`config.mk`:
```
export PLATFORM = sky130hd
export DESIGN_NAME = spi_peripheral
export DESIGN_NICKNAME = d
export VERILOG_FILES = /design/src/rtl/spi_pkg.sv /design/src/rtl/spi_sync_edge.sv /design/src/rtl/spi_peripheral.sv
export SDC_FILE = /design/constraint.sdc
export NUM_CORES = 1
export LEC_CHECK = 0
export BUFFER_PORTS_ARGS = -buffer_cell sky130_fd_sc_hd__buf_2
export CAP_MARGIN = 20
export CORE_ASPECT_RATIO = 1.5
export CORE_MARGIN = 3
export CORE_UTILIZATION = 30
export CTS_CLUSTER_SIZE = 12
export DETAILED_ROUTE_END_ITERATION = 12
export PLACE_DENSITY_LB_ADDON = 0.25
export SKIP_CTS_REPAIR_TIMING = 1
export SYNTH_ARGS = -nofsm -noshare
export SYNTH_HDL_FRONTEND = slang
export SYNTH_SLANG_ARGS = --single-unit
```
`constraint.sdc`:
```
create_clock -name CLK -period 6.3 [get_ports CLK]
set_input_delay 0.63 -clock CLK [delete_from_list [all_inputs] [get_ports CLK]]
set_output_delay 0.63 -clock CLK [all_outputs]
set_load 0.1 [all_outputs]
```
`src/rtl/spi_pkg.sv`:
```
// rtl/spi_pkg.sv - shared types, constants and width clamp for the SPI peripheral
package spi_pkg;

  localparam int SPI_MAX_WIDTH = 64;

  typedef enum logic [1:0] {
    SP_IDLE,
    SP_RECV,
    SP_SEND,
    SP_DONE
  } spi_periph_state_t;

  // Requested phase widths above the shifter size are treated as a full-width phase.
  function automatic logic [6:0] clamp_width(input logic [7:0] w, input int max_w);
    if (int'(w) > max_w) begin
      return 7'(max_w);
    end
    return w[6:0];
  endfunction

endpackage

```
`src/rtl/spi_sync_edge.sv`:
```
// rtl/spi_sync_edge.sv - multi-flop pin synchronizer with rise/fall pulse outputs
module spi_sync_edge #(
  parameter int   STAGES    = 2,
  parameter logic RESET_VAL = 1'b0
) (
  input  logic clk_i,
  input  logic rst_ni,
  input  logic d_i,
  output logic q_o,
  output logic rise_o,
  output logic fall_o
);

  logic [STAGES-1:0] sync_q;
  logic              prev_q;

  always_ff @(posedge clk_i or negedge rst_ni) begin
    if (!rst_ni) begin
      sync_q <= {STAGES{RESET_VAL}};
      prev_q <= RESET_VAL;
    end else begin
      sync_q <= {sync_q[STAGES-2:0], d_i};
      prev_q <= sync_q[STAGES-1];
    end
  end

  assign q_o    = sync_q[STAGES-1];
  assign rise_o = sync_q[STAGES-1] & ~prev_q;
  assign fall_o = ~sync_q[STAGES-1] & prev_q;

endmodule

```
`src/rtl/spi_peripheral.sv`:
```
// rtl/spi_peripheral.sv - oversampled SPI target: receive phase then transmit phase, MSB first
module spi_peripheral
  import spi_pkg::*;
#(
  parameter int SYNC_STAGES = 2,
  parameter int MAX_WIDTH   = SPI_MAX_WIDTH
) (
  input  logic                 CLK,
  input  logic                 RESET_N,
  input  logic                 CPOL,
  input  logic                 CPHA,
  input  logic [7:0]           MOSI_WIDTH,
  input  logic [7:0]           MISO_WIDTH,
  input  logic [MAX_WIDTH-1:0] TX_DATA,
  output logic [MAX_WIDTH-1:0] RX_DATA,
  output logic                 RX_VALID,
  output logic                 TX_LOAD,
  output logic                 ABORT,
  output logic                 BUSY,
  input  logic                 CS,
  input  logic                 SCLK,
  input  logic                 MOSI,
  output logic                 MISO,
  output logic                 MISO_OE
);

  logic cs_s, cs_rise, cs_fall;
  logic sclk_s, sclk_rise, sclk_fall;
  logic mosi_s, mosi_rise_unused, mosi_fall_unused;
  logic cs_s_unused, sclk_s_unused;

  // CS resets low so a CS already held low at reset release never looks like a fresh fall.
  spi_sync_edge #(.STAGES(SYNC_STAGES), .RESET_VAL(1'b0)) u_cs_sync (
    .clk_i(CLK), .rst_ni(RESET_N), .d_i(CS),
    .q_o(cs_s), .rise_o(cs_rise), .fall_o(cs_fall)
  );

  spi_sync_edge #(.STAGES(SYNC_STAGES), .RESET_VAL(1'b0)) u_sclk_sync (
    .clk_i(CLK), .rst_ni(RESET_N), .d_i(SCLK),
    .q_o(sclk_s), .rise_o(sclk_rise), .fall_o(sclk_fall)
  );

  spi_sync_edge #(.STAGES(SYNC_STAGES), .RESET_VAL(1'b0)) u_mosi_sync (
    .clk_i(CLK), .rst_ni(RESET_N), .d_i(MOSI),
    .q_o(mosi_s), .rise_o(mosi_rise_unused), .fall_o(mosi_fall_unused)
  );

  assign cs_s_unused   = cs_s;
  assign sclk_s_unused = sclk_s;

  spi_periph_state_t    state_q, state_d;
  logic                 cpol_q, cpol_d, cpha_q, cpha_d;
  logic [6:0]           mosi_w_q, mosi_w_d, miso_w_q, miso_w_d;
  logic [6:0]           bit_cnt_q, bit_cnt_d;
  logic [MAX_WIDTH-1:0] rx_sr_q, rx_sr_d, tx_sr_q, tx_sr_d;
  logic [MAX_WIDTH-1:0] rx_data_q, rx_data_d;
  logic                 miso_q, miso_d;
  logic                 rx_valid_q, rx_valid_d, abort_q, abort_d;
  logic                 tx_load;

  logic                 lead, trail, sample_edge, shift_edge;
  logic [6:0]           mosi_w_in, miso_w_in, bit_cnt_inc;
  logic [MAX_WIDTH-1:0] tx_init;

  assign lead        = cpol_q ? sclk_fall : sclk_rise;
  assign trail       = cpol_q ? sclk_rise : sclk_fall;
  assign sample_edge = cpha_q ? trail : lead;
  assign shift_edge  = cpha_q ? lead : trail;

  assign mosi_w_in   = clamp_width(MOSI_WIDTH, MAX_WIDTH);
  assign miso_w_in   = clamp_width(MISO_WIDTH, MAX_WIDTH);
  assign bit_cnt_inc = bit_cnt_q + 7'd1;
  assign tx_init     = TX_DATA << (7'(MAX_WIDTH) - miso_w_in);

  always_comb begin
    state_d    = state_q;
    cpol_d     = cpol_q;
    cpha_d     = cpha_q;
    mosi_w_d   = mosi_w_q;
    miso_w_d   = miso_w_q;
    bit_cnt_d  = bit_cnt_q;
    rx_sr_d    = rx_sr_q;
    tx_sr_d    = tx_sr_q;
    miso_d     = miso_q;
    rx_data_d  = rx_data_q;
    rx_valid_d = 1'b0;
    abort_d    = 1'b0;
    tx_load    = 1'b0;

    case (state_q)
      SP_IDLE: begin
        if (cs_fall) begin
          cpol_d    = CPOL;
          cpha_d    = CPHA;
          mosi_w_d  = mosi_w_in;
          miso_w_d  = miso_w_in;
          tx_load   = 1'b1;
          tx_sr_d   = tx_init;
          rx_sr_d   = '0;
          bit_cnt_d = '0;
          miso_d    = 1'b0;
          if (mosi_w_in != 7'd0) begin
            state_d = SP_RECV;
          end else if (miso_w_in != 7'd0) begin
            state_d = SP_SEND;
            // With no receive phase, mode-0 needs the first bit out before the first leading edge.
            if (!CPHA) begin
              miso_d  = tx_init[MAX_WIDTH-1];
              tx_sr_d = tx_init << 1;
            end
          end else begin
            state_d = SP_DONE;
          end
        end
      end
      SP_RECV: begin
        if (sample_edge) begin
          rx_sr_d   = {rx_sr_q[MAX_WIDTH-2:0], mosi_s};
          bit_cnt_d = bit_cnt_inc;
          if (bit_cnt_inc == mosi_w_q) begin
            rx_data_d  = rx_sr_d;
            rx_valid_d = 1'b1;
            bit_cnt_d  = '0;
            state_d    = (miso_w_q != 7'd0) ? SP_SEND : SP_DONE;
          end
        end
      end
      SP_SEND: begin
        if (shift_edge) begin
          miso_d  = tx_sr_q[MAX_WIDTH-1];
          tx_sr_d = tx_sr_q << 1;
        end
        if (sample_edge) begin
          bit_cnt_d = bit_cnt_inc;
          if (bit_cnt_inc == miso_w_q) begin
            state_d = SP_DONE;
          end
        end
      end
      default: ;
    endcase

    // Deselect overrides any edge seen in the same cycle; a partial word is dropped.
    if (state_q != SP_IDLE && cs_rise) begin
      state_d    = SP_IDLE;
      abort_d    = (state_q == SP_RECV) || (state_q == SP_SEND);
      rx_data_d  = rx_data_q;
      rx_valid_d = 1'b0;
    end
  end

  always_ff @(posedge CLK or negedge RESET_N) begin
    if (!RESET_N) begin
      state_q    <= SP_IDLE;
      cpol_q     <= 1'b0;
      cpha_q     <= 1'b0;
      mosi_w_q   <= '0;
      miso_w_q   <= '0;
      bit_cnt_q  <= '0;
      rx_sr_q    <= '0;
      tx_sr_q    <= '0;
      rx_data_q  <= '0;
      miso_q     <= 1'b0;
      rx_valid_q <= 1'b0;
      abort_q    <= 1'b0;
    end else begin
      state_q    <= state_d;
      cpol_q     <= cpol_d;
      cpha_q     <= cpha_d;
      mosi_w_q   <= mosi_w_d;
      miso_w_q   <= miso_w_d;
      bit_cnt_q  <= bit_cnt_d;
      rx_sr_q    <= rx_sr_d;
      tx_sr_q    <= tx_sr_d;
      rx_data_q  <= rx_data_d;
      miso_q     <= miso_d;
      rx_valid_q <= rx_valid_d;
      abort_q    <= abort_d;
    end
  end

  assign RX_DATA  = rx_data_q;
  assign RX_VALID = rx_valid_q;
  assign TX_LOAD  = tx_load;
  assign ABORT    = abort_q;
  assign BUSY     = (state_q != SP_IDLE);
  assign MISO_OE  = (state_q != SP_IDLE);
  assign MISO     = (state_q == SP_SEND) & miso_q;

endmodule

```
==> results of run 1 <==
==> state kept, by name (all words and copies together), names as in the netlist, 2 cells and up <==
name                count
u_cs_sync.sync_q        2
state_q                 2
rx_sr_q                63
mosi_w_q                7
u_sclk_sync.sync_q      2
RX_DATA                64
bit_cnt_q               7
miso_w_q                7
tx_sr_q                64
u_mosi_sync.sync_q      2
==> cells in the mapped netlist, types with 9 or more instances <==
master	instances	area, µm²
sky130_fd_sc_hd__a31oi_1	16	100
sky130_fd_sc_hd__buf_2	37	185
sky130_fd_sc_hd__a221o_1	9	90.1
sky130_fd_sc_hd__a2bb2oi_1	9	78.8
sky130_fd_sc_hd__xor2_1	9	78.8
sky130_fd_sc_hd__o211ai_1	25	188
sky130_fd_sc_hd__inv_1	15	56.3
sky130_fd_sc_hd__and3_1	29	181
sky130_fd_sc_hd__and2_1	9	56.3
sky130_fd_sc_hd__dfrtp_1	227	5680
sky130_fd_sc_hd__buf_1	17	63.8
sky130_fd_sc_hd__mux4_2	20	450
sky130_fd_sc_hd__a22o_1	78	683
sky130_fd_sc_hd__a221oi_1	37	324
sky130_fd_sc_hd__nand2_1	374	1400
sky130_fd_sc_hd__o22ai_1	34	213
sky130_fd_sc_hd__nor4_1	10	62.6
sky130_fd_sc_hd__mux2i_1	75	751
sky130_fd_sc_hd__clkbuf_1	95	357
sky130_fd_sc_hd__or3_1	13	81.3
sky130_fd_sc_hd__a21oi_1	105	526
sky130_fd_sc_hd__nor3_1	29	145
sky130_fd_sc_hd__xnor2_1	11	96.3
sky130_fd_sc_hd__nor2b_1	21	131
sky130_fd_sc_hd__a22oi_1	13	97.6
sky130_fd_sc_hd__o21ai_1	15	75.1
sky130_fd_sc_hd__o221ai_1	19	166
sky130_fd_sc_hd__a211oi_1	18	135
sky130_fd_sc_hd__nand3_1	53	265
sky130_fd_sc_hd__mux2_2	37	417
sky130_fd_sc_hd__o21a_1	14	105
sky130_fd_sc_hd__o21ai_0	97	485
sky130_fd_sc_hd__nor2_1	115	432
==> layer usage <==
layer / vias to the layer above / GRT usage [%]
met5: - / 0
met4: 0 / 11.2
met3: 161 / 1.58
met2: 635 / 35.4
met1: 7429 / 25.4
li1: 7057 / -
==> stage by stage <==
step | cells | power, µW | utilization, %
after floorplan | 1858 | 3620 | -
after global placement | 2572 | 4290 | 33.0
after detailed placement | 2572 | 4320 | 33.0
after CTS | 2613 | 5730 | 34.5
after global routing | 2614 | 6070 | 34.5
final | 2614 | 5690 | 34.5
==> worst max-delay path, cell delays in order <==
cell and delay (ps):
sky130_fd_sc_hd__buf_2 310, sky130_fd_sc_hd__nor2_2 80, sky130_fd_sc_hd__nand2_1 150, sky130_fd_sc_hd__ha_4 300, sky130_fd_sc_hd__buf_12 420, sky130_fd_sc_hd__mux2_2 260, sky130_fd_sc_hd__a21oi_1 40, sky130_fd_sc_hd__nor4_1 700
sky130_fd_sc_hd__inv_1 190, sky130_fd_sc_hd__mux4_2 600, sky130_fd_sc_hd__o2bb2ai_1 330, sky130_fd_sc_hd__a31oi_1 150, sky130_fd_sc_hd__o22ai_1 190, sky130_fd_sc_hd__o21bai_1 130
==> cell type report <==
cell class              count  area share [%]
repair buffers            196            6.31
clock inverters             7           0.322
flip-flops and latches    227            31.7
well taps                 676            4.73
multi-input cells        1455            52.6
inverters                  19           0.399
clock buffers              34            3.91
==> cell families (layout without fill, tap and decap cells) <==
group	after synthesis	after routing	share of synthesized area [%]
AO/OA/AOI/OAI	590	590	26.6
XOR/XNOR	25	25	1.76
adder cells (fa/ha/maj)	5	5	0.397
buffers and inverters	176	256	4.70
flip-flops	227	227	36.1
multiplexers	133	133	10.3
AND/OR/NAND/NOR	702	702	20.1
==> path summary, 6_finish.rpt <==
path	slack (ps)	startpoint	to
setup reg to reg	2520	state_q[0]$_DFFE_PN0P_	tx_sr_q[61]$_DFFE_PN0P_
min in group CLK	190	SCLK	u_sclk_sync.sync_q[0]$_DFF_PN0_
hold / removal	120	RESET_N	RX_DATA[11]$_DFFE_PN0P_
hold reg to reg	350	u_cs_sync.sync_q[0]$_DFF_PN0_	u_cs_sync.sync_q[1]$_DFF_PN0_
max in group asynchronous	5010	RESET_N	tx_sr_q[61]$_DFFE_PN0P_
setup / recovery	2140	MISO_WIDTH[7]	tx_sr_q[39]$_DFFE_PN0P_
==> where the power goes <==
part / total [µW] / switching [µW] / internal [µW] / leakage (µW)
Clock: 1380 / 600 / 777 / 0.000365
Sequential: 1890 / 151 / 1740 / 0.00301
Combinational: 2420 / 1600 / 828 / 0.00469
==> metrics.txt, run 1 <==
# TYPE chip_impl_metric gauge
chip_impl_info{name="status",value="finished, final reports clean"} 1
chip_impl_metric{name="clock_transition_at_the_register_clock_pins_on_the_worst_setup_and_hold_paths_after_cts",unit="ps"} 60
chip_impl_metric{name="clock_latency",unit="ps"} 540
chip_impl_metric{name="groute.usage.overall",unit="%"} 20.6
chip_impl_metric{name="ff_latch_area",unit="mm²"} 0.00568
chip_impl_info{name="worst_setup_path_start_kind",value="primary input"} 1
chip_impl_metric{name="routed_wire_length",unit="µm"} 58300
chip_impl_metric{name="setup_viol",unit=""} 0
chip_impl_info{name="ys_dominant_reg_cell",value="sky130_fd_sc_hd__dfrtp_1"} 1
chip_impl_metric{name="final.min_clock_period",unit="ps"} 4160
chip_impl_metric{name="cts_max_path_buffers",unit=""} 3
chip_impl_metric{name="initial_core_util",unit="%"} 30.4
chip_impl_info{name="cts-root-buf",value="sky130_fd_sc_hd__clkbuf_16"} 1
chip_impl_metric{name="worst-r2r-cell-count",unit=""} 9
chip_impl_metric{name="ios",unit=""} 157
chip_impl_metric{name="cts_h_tree_lvls",unit=""} 1
chip_impl_metric{name="synth-async-reset-ratio",unit="%"} 100
chip_impl_metric{name="worst_ep_arrival_time",unit="ps"} 4610
chip_impl_metric{name="fin_skew",unit="ps"} 18.2
chip_impl_metric{name="fp.dieH",unit="µm"} 287
chip_impl_metric{name="drt-vias-per-instance",unit=""} 5.85
chip_impl_metric{name="worst_slew_pin_slew",unit="ps"} 1090
chip_impl_metric{name="final.setup.tns",unit="ps"} 0
chip_impl_metric{name="design.core.area",unit="mm²"} 0.0518
chip_impl_metric{name="design_area",unit="mm²"} 0.0179
chip_impl_metric{name="syn-mean-instance-area",unit="µm²"} 8.48
chip_impl_metric{name="drtIter0Drc",unit=""} 1245
chip_impl_metric{name="fillCellCount",unit=""} 5507
chip_impl_metric{name="drcViolationCount",unit=""} 0
chip_impl_metric{name="global_route_wire_length_before_repair",unit="µm"} 90500
chip_impl_info{name="hold_class",value="in -> async"} 1
chip_impl_info{name="worstSetupPathType",value="in -> reg"} 1
chip_impl_metric{name="antenna_found_initial",unit=""} 0
chip_impl_metric{name="post_synth_inst_count",unit=""} 1858
chip_impl_metric{name="holdWs",unit="ps"} 123
chip_impl_metric{name="placed_cell_area",unit="mm²"} 0.0171
chip_impl_metric{name="timing.critical_path.fanout_max",unit=""} 109
chip_impl_metric{name="relSlewSlack",unit="%"} 26.2
chip_impl_info{name="tritoncts",value="yes"} 1
chip_impl_metric{name="antenna_violating_nets_post_route",unit=""} 0
chip_impl_metric{name="drive_above_1_share",unit="%"} 17.2
chip_impl_metric{name="grt_max_degree",unit=""} 115
chip_impl_metric{name="rows",unit=""} 102
chip_impl_metric{name="num_vias",unit=""} 15300
chip_impl_metric{name="yosysSeqAreaShare",unit="%"} 36.1
chip_impl_metric{name="areal_power_density_over_the_cells",unit="mW/mm²"} 318
chip_impl_metric{name="slew_violations",unit=""} 0
chip_impl_metric{name="synth_edf_count",unit=""} 0
chip_impl_metric{name="dpl_worst_slack",unit="ps"} 1660
chip_impl_metric{name="static-leakage-power",unit="µW"} 0.00807
chip_impl_info{name="worst_setup_path_end_kind",value="flop"} 1
chip_impl_metric{name="max_freq",unit="GHz"} 0.240
chip_impl_metric{name="netlist_area",unit="mm²"} 0.0158
chip_impl_metric{name="synth_cell_type_count",unit=""} 91
chip_impl_metric{name="syn_nets",unit=""} 1950
chip_impl_metric{name="multi_input_area",unit="mm²"} 0.00941
chip_impl_metric{name="final_hold_viol_count",unit=""} 0
chip_impl_metric{name="wl_per_cell",unit="µm"} 22.3
chip_impl_metric{name="worst_ir_drop_vdd",unit="V"} 0.000301
chip_impl_metric{name="count_of_state_elements_after_synthesis",unit=""} 227
chip_impl_info{name="top_routing_layer_used",value="met4"} 1
chip_impl_metric{name="fp.dieArea",unit="mm²"} 0.0554
chip_impl_metric{name="setup_slack",unit="ps"} 2140
chip_impl_metric{name="port-buffer-count",unit=""} 156
chip_impl_metric{name="area_added_between_synthesis_and_finish",unit="%"} 13.6
chip_impl_metric{name="antenna-diode-count",unit=""} 0
chip_impl_info{name="rsz0062_at_grt",value="false"} 1
chip_impl_metric{name="final_min_period_over_clock_period",unit="%"} 66.0
chip_impl_info{name="layout_commonest_cell",value="sky130_fd_sc_hd__nand2_1"} 1
chip_impl_metric{name="ys.warnings.count",unit=""} 0
chip_impl_metric{name="globalRoute.totalOverflow",unit=""} 0
chip_impl_metric{name="place.gp.congestion",unit=""} 0.955
chip_impl_metric{name="die_width",unit="µm"} 193
chip_impl_metric{name="critical_path_required",unit="ps"} 6750
chip_impl_metric{name="route.layer.met1.wl",unit="µm"} 23300
chip_impl_metric{name="clock_sinks",unit=""} 227
chip_impl_metric{name="finalNetCount",unit=""} 2016
chip_impl_metric{name="met3WireLength",unit="µm"} 2770
chip_impl_metric{name="drt_pre_antenna_iters",unit=""} 7
chip_impl_info{name="layout.cells.most_common_list",value="sky130_fd_sc_hd__nand2_1, sky130_fd_sc_hd__dfrtp_1, sky130_fd_sc_hd__buf_2"} 1
chip_impl_metric{name="place_hpwl",unit="µm"} 42900
chip_impl_metric{name="cts_buffers",unit=""} 25
chip_impl_metric{name="maxCapViolCount",unit=""} 0
chip_impl_metric{name="routed-wl-met2",unit="µm"} 28700
chip_impl_metric{name="grt_pass1_vias",unit=""} 15100
No activity file was read; power rests on OpenSTA's default activity.
==> inputs of run 2 (changes only) <==
- clock period: 6.3 -> 4.1 ns (I/O delays scaled with it)
==> run 2 against run 1 <==
  * Setup slack worse by 1700 ps
  * First-iteration DRC count down 5.9%
  * Power up 58%
  * Die area unchanged
  * Clock skew down 2.6 ps
  * Sequential power up 53%
  * Sequential cell count unchanged
  * Critical path depth up 2
  * Routed wire length up 4.8%
  * Non-clock buffer count up 75
  * Critical endpoint is now tx_sr_q[55]$_DFFE_PN0P_
==> metrics.txt, run 2 (synthesis gave the netlist of run 1 again) <==
# TYPE chip_impl_metric gauge
chip_impl_metric{name="cts_max_path_buffers",unit=""} 3
chip_impl_metric{name="routed_wire_length",unit="µm"} 61100
chip_impl_info{name="layout.cells.most_common_list",value="sky130_fd_sc_hd__nand2_1, sky130_fd_sc_hd__dfrtp_1, sky130_fd_sc_hd__buf_2"} 1
chip_impl_metric{name="areal_power_density_over_the_cells",unit="mW/mm²"} 484
chip_impl_info{name="setup.worst_path.start",value="MISO_WIDTH[7]"} 1
chip_impl_metric{name="slew_violations",unit=""} 0
chip_impl_metric{name="final_min_period_over_clock_period",unit="%"} 90.0
chip_impl_metric{name="ff2ff_setup_slack",unit="ps"} 880
chip_impl_metric{name="antenna-diode-count",unit=""} 0
chip_impl_metric{name="grt_pass1_vias",unit=""} 15300
chip_impl_metric{name="antenna_violating_nets_post_route",unit=""} 0
chip_impl_metric{name="num_vias",unit=""} 15700
chip_impl_info{name="worstReg2RegEnd",value="RX_DATA[37]$_DFFE_PN0P_"} 1
chip_impl_metric{name="drt-vias-per-instance",unit=""} 5.83
chip_impl_metric{name="port-buffer-count",unit=""} 156
chip_impl_metric{name="hold_path_depth",unit=""} 2
chip_impl_metric{name="finalNetCount",unit=""} 2091
chip_impl_metric{name="fillCellCount",unit=""} 5485
chip_impl_metric{name="drtIter0Drc",unit=""} 1171
chip_impl_metric{name="p_seq_share",unit="%"} 32.4
chip_impl_metric{name="place.gp.congestion",unit=""} 0.989
chip_impl_metric{name="initial_core_util",unit="%"} 30.4
chip_impl_info{name="worst_setup_path_start_kind",value="primary input"} 1
chip_impl_info{name="cts-root-buf",value="sky130_fd_sc_hd__clkbuf_16"} 1
chip_impl_metric{name="holdWs",unit="ps"} 115
chip_impl_info{name="worst_setup_path_end_kind",value="flop"} 1
chip_impl_metric{name="rows",unit=""} 102
chip_impl_metric{name="drcViolationCount",unit=""} 0
chip_impl_metric{name="worst_ep_arrival_time",unit="ps"} 4090
chip_impl_metric{name="final.min_clock_period",unit="ps"} 3690
chip_impl_info{name="rsz0062_at_grt",value="false"} 1
chip_impl_metric{name="design.core.area",unit="mm²"} 0.0518
chip_impl_metric{name="cts_h_tree_lvls",unit=""} 1
chip_impl_metric{name="relSlewSlack",unit="%"} 28.7
chip_impl_info{name="worstSetupPathType",value="in -> reg"} 1
chip_impl_metric{name="static-leakage-power",unit="µW"} 0.00846
chip_impl_metric{name="clock_sinks",unit=""} 227
chip_impl_metric{name="fp.dieH",unit="µm"} 287
chip_impl_info{name="hold_class",value="in -> reg"} 1
chip_impl_metric{name="clock_latency",unit="ps"} 530
chip_impl_info{name="hold_start",value="CPOL"} 1
chip_impl_metric{name="timing.critical_path.fanout_max",unit=""} 26
chip_impl_metric{name="p_total",unit="µW"} 8960
chip_impl_metric{name="setup_viol",unit=""} 0
chip_impl_metric{name="critical_path_required",unit="ps"} 4500
chip_impl_metric{name="power.share.switching",unit="%"} 40.8
chip_impl_metric{name="area_added_between_synthesis_and_finish",unit="%"} 17.6
chip_impl_metric{name="groute.usage.overall",unit="%"} 21.5
chip_impl_metric{name="max_freq",unit="GHz"} 0.271
chip_impl_metric{name="fp.dieArea",unit="mm²"} 0.0554
chip_impl_metric{name="grt_max_degree",unit=""} 111
chip_impl_metric{name="worst_ir_drop_vdd",unit="V"} 0.000303
chip_impl_metric{name="ios",unit=""} 157
chip_impl_metric{name="final_hold_viol_count",unit=""} 0
chip_impl_info{name="layout_commonest_cell",value="sky130_fd_sc_hd__nand2_1"} 1
chip_impl_metric{name="cts_buffers",unit=""} 25
chip_impl_info{name="status",value="finished, final reports clean"} 1
chip_impl_info{name="worstHoldEndpoint",value="cpol_q$_DFFE_PN0P_"} 1
chip_impl_metric{name="drive_above_1_share",unit="%"} 19.9
chip_impl_metric{name="place_hpwl",unit="µm"} 45600
chip_impl_metric{name="p_clk_share",unit="%"} 23.5
chip_impl_metric{name="worst_slew_pin_slew",unit="ps"} 1070
chip_impl_metric{name="clock_transition_at_the_register_clock_pins_on_the_worst_setup_and_hold_paths_after_cts",unit="ps"} 60
chip_impl_metric{name="gate_power_share",unit="%"} 44.1
chip_impl_metric{name="drt_pre_antenna_iters",unit=""} 6
chip_impl_metric{name="worst-r2r-cell-count",unit=""} 11
chip_impl_metric{name="fin_skew",unit="ps"} 15.6
chip_impl_metric{name="maxCapViolCount",unit=""} 0
chip_impl_metric{name="die_width",unit="µm"} 193
chip_impl_info{name="tritoncts",value="yes"} 1
chip_impl_metric{name="antenna_found_initial",unit=""} 0
chip_impl_metric{name="wl_per_cell",unit="µm"} 22.7
chip_impl_info{name="ff_to_ff_start",value="bit_cnt_q[0]$_DFFE_PN0P_"} 1
chip_impl_metric{name="power_report.internal_total",unit="µW"} 5310
chip_impl_metric{name="global_route_wire_length_before_repair",unit="µm"} 93600
chip_impl_metric{name="switchingPower",unit="µW"} 3650
chip_impl_metric{name="globalRoute.totalOverflow",unit=""} 0
==> run 2: cell types whose count changed in the layout (fill, tap and decap cells not counted), sizes merged <==
cell         delta
buf            +71
bufinv          +1
clkbuf          -1
clkinvlp        -3
dlygate4sd3     +4
inv             +2
==> run 2: layout make-up <==
type | instances | area (µm²) | area share, %
well taps | 676 | 846 | 4.57
multi-input cells | 1455 | 9410 | 50.8
clock inverters | 7 | 71.3 | 0.385
clock buffers | 33 | 676 | 3.65
flip-flops and latches | 227 | 5680 | 30.7
repair buffers | 271 | 1780 | 9.59
inverters | 19 | 71.3 | 0.385
==> run 2: metrics by stage <==
| stage | cells | cell area (µm²) | setup TNS [ps] | worst slack (ps) | utilization, % |
|---|---|---|---|---|---|
| floorplan | 1858 | 15800 | 0 | 30.2 | - |
| global placement | 2644 | 17700 | 0 | 0.877 | 34.2 |
| detailed placement | 2644 | 17700 | -65.7 | -59.1 | 34.2 |
| CTS | 2684 | 18500 | 0 | 497 | 35.7 |
| global route | 2688 | 18500 | 0 | 294 | 35.8 |
| finish | 2688 | 18500 | 0 | 409 | 35.8 |
==> run 2: worst max path at each step <==
stage | endpoint | slack, ps | cells past startpoint
finish | tx_sr_q[55]$_DFFE_PN0P_ | 410 | 16
global route | tx_sr_q[60]$_DFFE_PN0P_ | 290 | 14
CTS | tx_sr_q[55]$_DFFE_PN0P_ | 500 | 16
detailed placement | tx_sr_q[55]$_DFFE_PN0P_ | -60 | 16
global placement | tx_sr_q[55]$_DFFE_PN0P_ | 0.9 | 15
floorplan | tx_sr_q[33]$_DFFE_PN0P_ | 30 | 17
==> run 2: metal layers <==
metal	up-vias	track usage, %	wire length [µm]
met5	-	0	0
met4	0	11.9	3920
met3	161	2.14	2940
met2	589	37.1	30300
met1	7716	26.0	24000
li1	7193	-	-
==> run 2: power by group through the flow <==
stage	Combinational, µW	Clock [µW]	Sequential (µW)
finish	3950	2110	2900
global route	4320	2280	2950
CTS	3930	2200	2900
detailed placement	3920	0	2940
global placement	3880	0	2920
floorplan	2650	0	2910
==> run 2: worst max-delay path, stage by stage <==
cell                       delay [ps]
sky130_fd_sc_hd__buf_2            230
sky130_fd_sc_hd__nor2_2            80
sky130_fd_sc_hd__nand2_1          140
sky130_fd_sc_hd__ha_4             360
sky130_fd_sc_hd__buf_4            210
sky130_fd_sc_hd__xnor2_4          130
sky130_fd_sc_hd__buf_12           220
sky130_fd_sc_hd__mux2i_1          310
sky130_fd_sc_hd__a211oi_1         120
sky130_fd_sc_hd__a32oi_1          540
sky130_fd_sc_hd__buf_4            230
sky130_fd_sc_hd__buf_4            150
sky130_fd_sc_hd__o22ai_1           90
sky130_fd_sc_hd__a21oi_1          200
sky130_fd_sc_hd__o221ai_1         240
sky130_fd_sc_hd__a221o_1          410
==> inputs of run 3 (changes only) <==
- PLACE_DENSITY_LB_ADDON: 0.25 -> not set
- RECOVER_POWER: not set -> 25
==> run 3 against run 2 <==
  * The run now ends with capacitance limit, slew limit left
  * Largest cell class unchanged
  * Die area stayed put
  * Global-route usage is 0.75 points lower
  * Sequential share of layout area is 0.18 points higher
  * Register-to-register slack better by 160 ps
  * Utilization is 0.21 points lower
  * Highest routed layer unchanged
  * Sequential cell count stayed put
  * Critical path type unchanged
  * Critical endpoint unchanged
  * Non-clock buffer count is 5 lower
  * Clock-buffer cell count is 4 lower
  * Power is 1.5% lower
  * Routed wire length is 2.9% lower
==> metrics.txt, run 3 (synthesis gave the netlist of run 1 again) <==
# TYPE chip_impl_metric gauge
chip_impl_info{name="status",value="finished with violations"} 1
chip_impl_info{name="failed_checks",value="capacitance limit, slew limit"} 1
chip_impl_info{name="tritoncts",value="yes"} 1
chip_impl_info{name="worstReg2RegEnd",value="RX_DATA[38]$_DFFE_PN0P_"} 1
chip_impl_metric{name="grt_max_degree",unit=""} 127
chip_impl_metric{name="ff2ff_setup_slack",unit="ps"} 1040
chip_impl_metric{name="fillCellCount",unit=""} 5453
chip_impl_metric{name="area_added_between_synthesis_and_finish",unit="%"} 16.9
chip_impl_metric{name="final_hold_viol_count",unit=""} 0
chip_impl_metric{name="groute.usage.overall",unit="%"} 20.8
chip_impl_info{name="worstSetupPathType",value="in -> reg"} 1
chip_impl_metric{name="static-leakage-power",unit="µW"} 0.00840
chip_impl_metric{name="drcViolationCount",unit=""} 0
chip_impl_info{name="rsz0062_at_grt",value="false"} 1
chip_impl_metric{name="layout.core_utilization",unit="%"} 35.5
chip_impl_info{name="layout.cells.most_common_list",value="sky130_fd_sc_hd__nand2_1, sky130_fd_sc_hd__dfrtp_1, sky130_fd_sc_hd__buf_2"} 1
chip_impl_metric{name="setup_viol",unit=""} 0
chip_impl_metric{name="power.share.switching",unit="%"} 41.0
chip_impl_metric{name="p_seq_share",unit="%"} 33.0
chip_impl_metric{name="initial_core_util",unit="%"} 30.4
chip_impl_metric{name="worst_ep_arrival_time",unit="ps"} 4020
chip_impl_metric{name="globalRoute.totalOverflow",unit=""} 0
chip_impl_metric{name="drt-vias-per-instance",unit=""} 5.91
chip_impl_info{name="setup.worst_path.start",value="MISO_WIDTH[7]"} 1
chip_impl_metric{name="setup_slack",unit="ps"} 485
chip_impl_metric{name="grt_util_met3",unit="%"} 1.97
chip_impl_metric{name="power_report.internal_total",unit="µW"} 5210
chip_impl_metric{name="worst_slew_pin_slew",unit="ps"} 3080
chip_impl_metric{name="fin_skew",unit="ps"} 28.9
chip_impl_info{name="cp-endpoint",value="tx_sr_q[55]$_DFFE_PN0P_"} 1
chip_impl_metric{name="routed_wire_length",unit="µm"} 59300
chip_impl_metric{name="timing.critical_path.fanout_max",unit=""} 19
chip_impl_metric{name="critical_path_required",unit="ps"} 4510
chip_impl_metric{name="switchingPower",unit="µW"} 3620
chip_impl_metric{name="worst_ir_drop_vdd",unit="V"} 0.000345
chip_impl_metric{name="ios",unit=""} 157
chip_impl_metric{name="p_total",unit="µW"} 8830
chip_impl_metric{name="clock_transition_at_the_register_clock_pins_on_the_worst_setup_and_hold_paths_after_cts",unit="ps"} 60
chip_impl_metric{name="finalNetCount",unit=""} 2085
chip_impl_metric{name="drtIter0Drc",unit=""} 1367
chip_impl_metric{name="final.min_clock_period",unit="ps"} 3610
chip_impl_metric{name="antenna-diode-count",unit=""} 0
chip_impl_metric{name="use_met1",unit="%"} 24.7
chip_impl_metric{name="clock_sinks",unit=""} 227
chip_impl_metric{name="worst-r2r-cell-count",unit=""} 10
chip_impl_metric{name="clock_latency",unit="ps"} 540
chip_impl_info{name="worst_setup_path_end_kind",value="flop"} 1
chip_impl_metric{name="relSlewSlack",unit="%"} -106
chip_impl_metric{name="place.gp.congestion",unit=""} 0.996
chip_impl_metric{name="fp.dieArea",unit="mm²"} 0.0554
chip_impl_info{name="ff_to_ff_start",value="bit_cnt_q[0]$_DFFE_PN0P_"} 1
chip_impl_metric{name="design.core.area",unit="mm²"} 0.0518
chip_impl_info{name="worst_setup_path_start_kind",value="primary input"} 1
chip_impl_metric{name="cts_max_path_buffers",unit=""} 3
chip_impl_info{name="hold_class",value="in -> reg"} 1
chip_impl_metric{name="num_vias",unit=""} 15800
chip_impl_metric{name="final.setup.tns",unit="ps"} 0
chip_impl_metric{name="gate_power_share",unit="%"} 44.2
chip_impl_metric{name="wl_per_cell",unit="µm"} 22.2
chip_impl_metric{name="drive_above_1_share",unit="%"} 19.8
chip_impl_metric{name="slew_violations",unit=""} 126
chip_impl_metric{name="port-buffer-count",unit=""} 156
chip_impl_metric{name="antenna_found_initial",unit=""} 0
chip_impl_metric{name="cts_buffers",unit=""} 24
chip_impl_info{name="busiest_layer",value="met2"} 1
chip_impl_metric{name="maxCapViolCount",unit=""} 1
chip_impl_metric{name="grt_pass1_vias",unit=""} 15500
chip_impl_metric{name="max_freq",unit="GHz"} 0.277
chip_impl_metric{name="place_hpwl",unit="µm"} 44500
chip_impl_info{name="cts-root-buf",value="sky130_fd_sc_hd__clkbuf_16"} 1
chip_impl_metric{name="die_width",unit="µm"} 193
chip_impl_metric{name="global_route_wire_length_before_repair",unit="µm"} 91500
chip_impl_metric{name="antenna_violating_nets_post_route",unit=""} 0
chip_impl_metric{name="rows",unit=""} 102
chip_impl_metric{name="cts_h_tree_lvls",unit=""} 1
chip_impl_metric{name="drt_pre_antenna_iters",unit=""} 5
chip_impl_metric{name="global_route.usage.met2",unit="%"} 36.8
chip_impl_metric{name="areal_power_density_over_the_cells",unit="mW/mm²"} 479
chip_impl_metric{name="fp.dieH",unit="µm"} 287
chip_impl_metric{name="dpl_worst_slack",unit="ps"} 34.6
chip_impl_metric{name="final_min_period_over_clock_period",unit="%"} 88.2
chip_impl_metric{name="p_clk_share",unit="%"} 22.9
chip_impl_info{name="layout_commonest_cell",value="sky130_fd_sc_hd__nand2_1"} 1
## run 3: metal layers
layer  wire length, µm  vias to the layer above
li1                  -                     7179
met1             22900                     7796
met2             30000                      676
met3              3060                      165
met4              3370                        0
met5                 0                        -
## run 3: power groups by stage
stage | clock network (µW) | registers [µW] | logic, µW
floorplan | 0 | 2910 | 2650
global placement | 0 | 2920 | 3800
detailed placement | 0 | 2940 | 3850
CTS | 2100 | 2900 | 3850
global route | 2190 | 2950 | 4270
finish | 2020 | 2910 | 3900
## run 3: layout make-up
cell class	instances	area, µm²	area share (%)
timing repair buffer	266	1700	9.23
multi-input combinational	1455	9410	51.1
inverter	19	71.3	0.387
tap	676	846	4.59
clock inverter	5	55.1	0.299
clock buffer	29	659	3.58
sequential	227	5680	30.8
## run 3: critical path, stage by stage
cell and delay (ps):
sky130_fd_sc_hd__buf_2 160, sky130_fd_sc_hd__nor3b_4 230, sky130_fd_sc_hd__inv_2 80, sky130_fd_sc_hd__ha_4 260
sky130_fd_sc_hd__xnor2_4 400, sky130_fd_sc_hd__buf_4 220, sky130_fd_sc_hd__mux2i_1 350, sky130_fd_sc_hd__a211oi_1 120
sky130_fd_sc_hd__a32oi_1 480, sky130_fd_sc_hd__buf_4 210, sky130_fd_sc_hd__buf_4 140, sky130_fd_sc_hd__o22ai_1 90
sky130_fd_sc_hd__a21oi_1 170, sky130_fd_sc_hd__o221ai_1 270, sky130_fd_sc_hd__a221o_1 420
## run 3: worst min-delay path by stage
stage,endpoint,cells after the start,startpoint,slack [ps]
2_1_floorplan,ABORT$_DFF_PN0_,0,RESET_N,110
3_3_place_gp,u_sclk_sync.sync_q[1]$_DFF_PN0_,0,u_sclk_sync.sync_q[0]$_DFF_PN0_,340
3_5_place_dp,u_mosi_sync.sync_q[1]$_DFF_PN0_,0,u_mosi_sync.sync_q[0]$_DFF_PN0_,340
4_1_cts,u_cs_sync.sync_q[0]$_DFF_PN0_,1,CS,-60
5_1_grt,cpol_q$_DFFE_PN0P_,2,CPOL,100
6_report,mosi_w_q[5]$_DFFE_PN0P_,2,MOSI_WIDTH[5],110
## run 3: stage by stage
step,hold WS (ps),cell area (µm²),std cells
after floorplan,114,15800,1858
after global placement,341,17700,2639
after detailed placement,343,17700,2639
after CTS,-63.4,18400,2673
after global routing,96.3,18400,2677
final,112,18400,2677
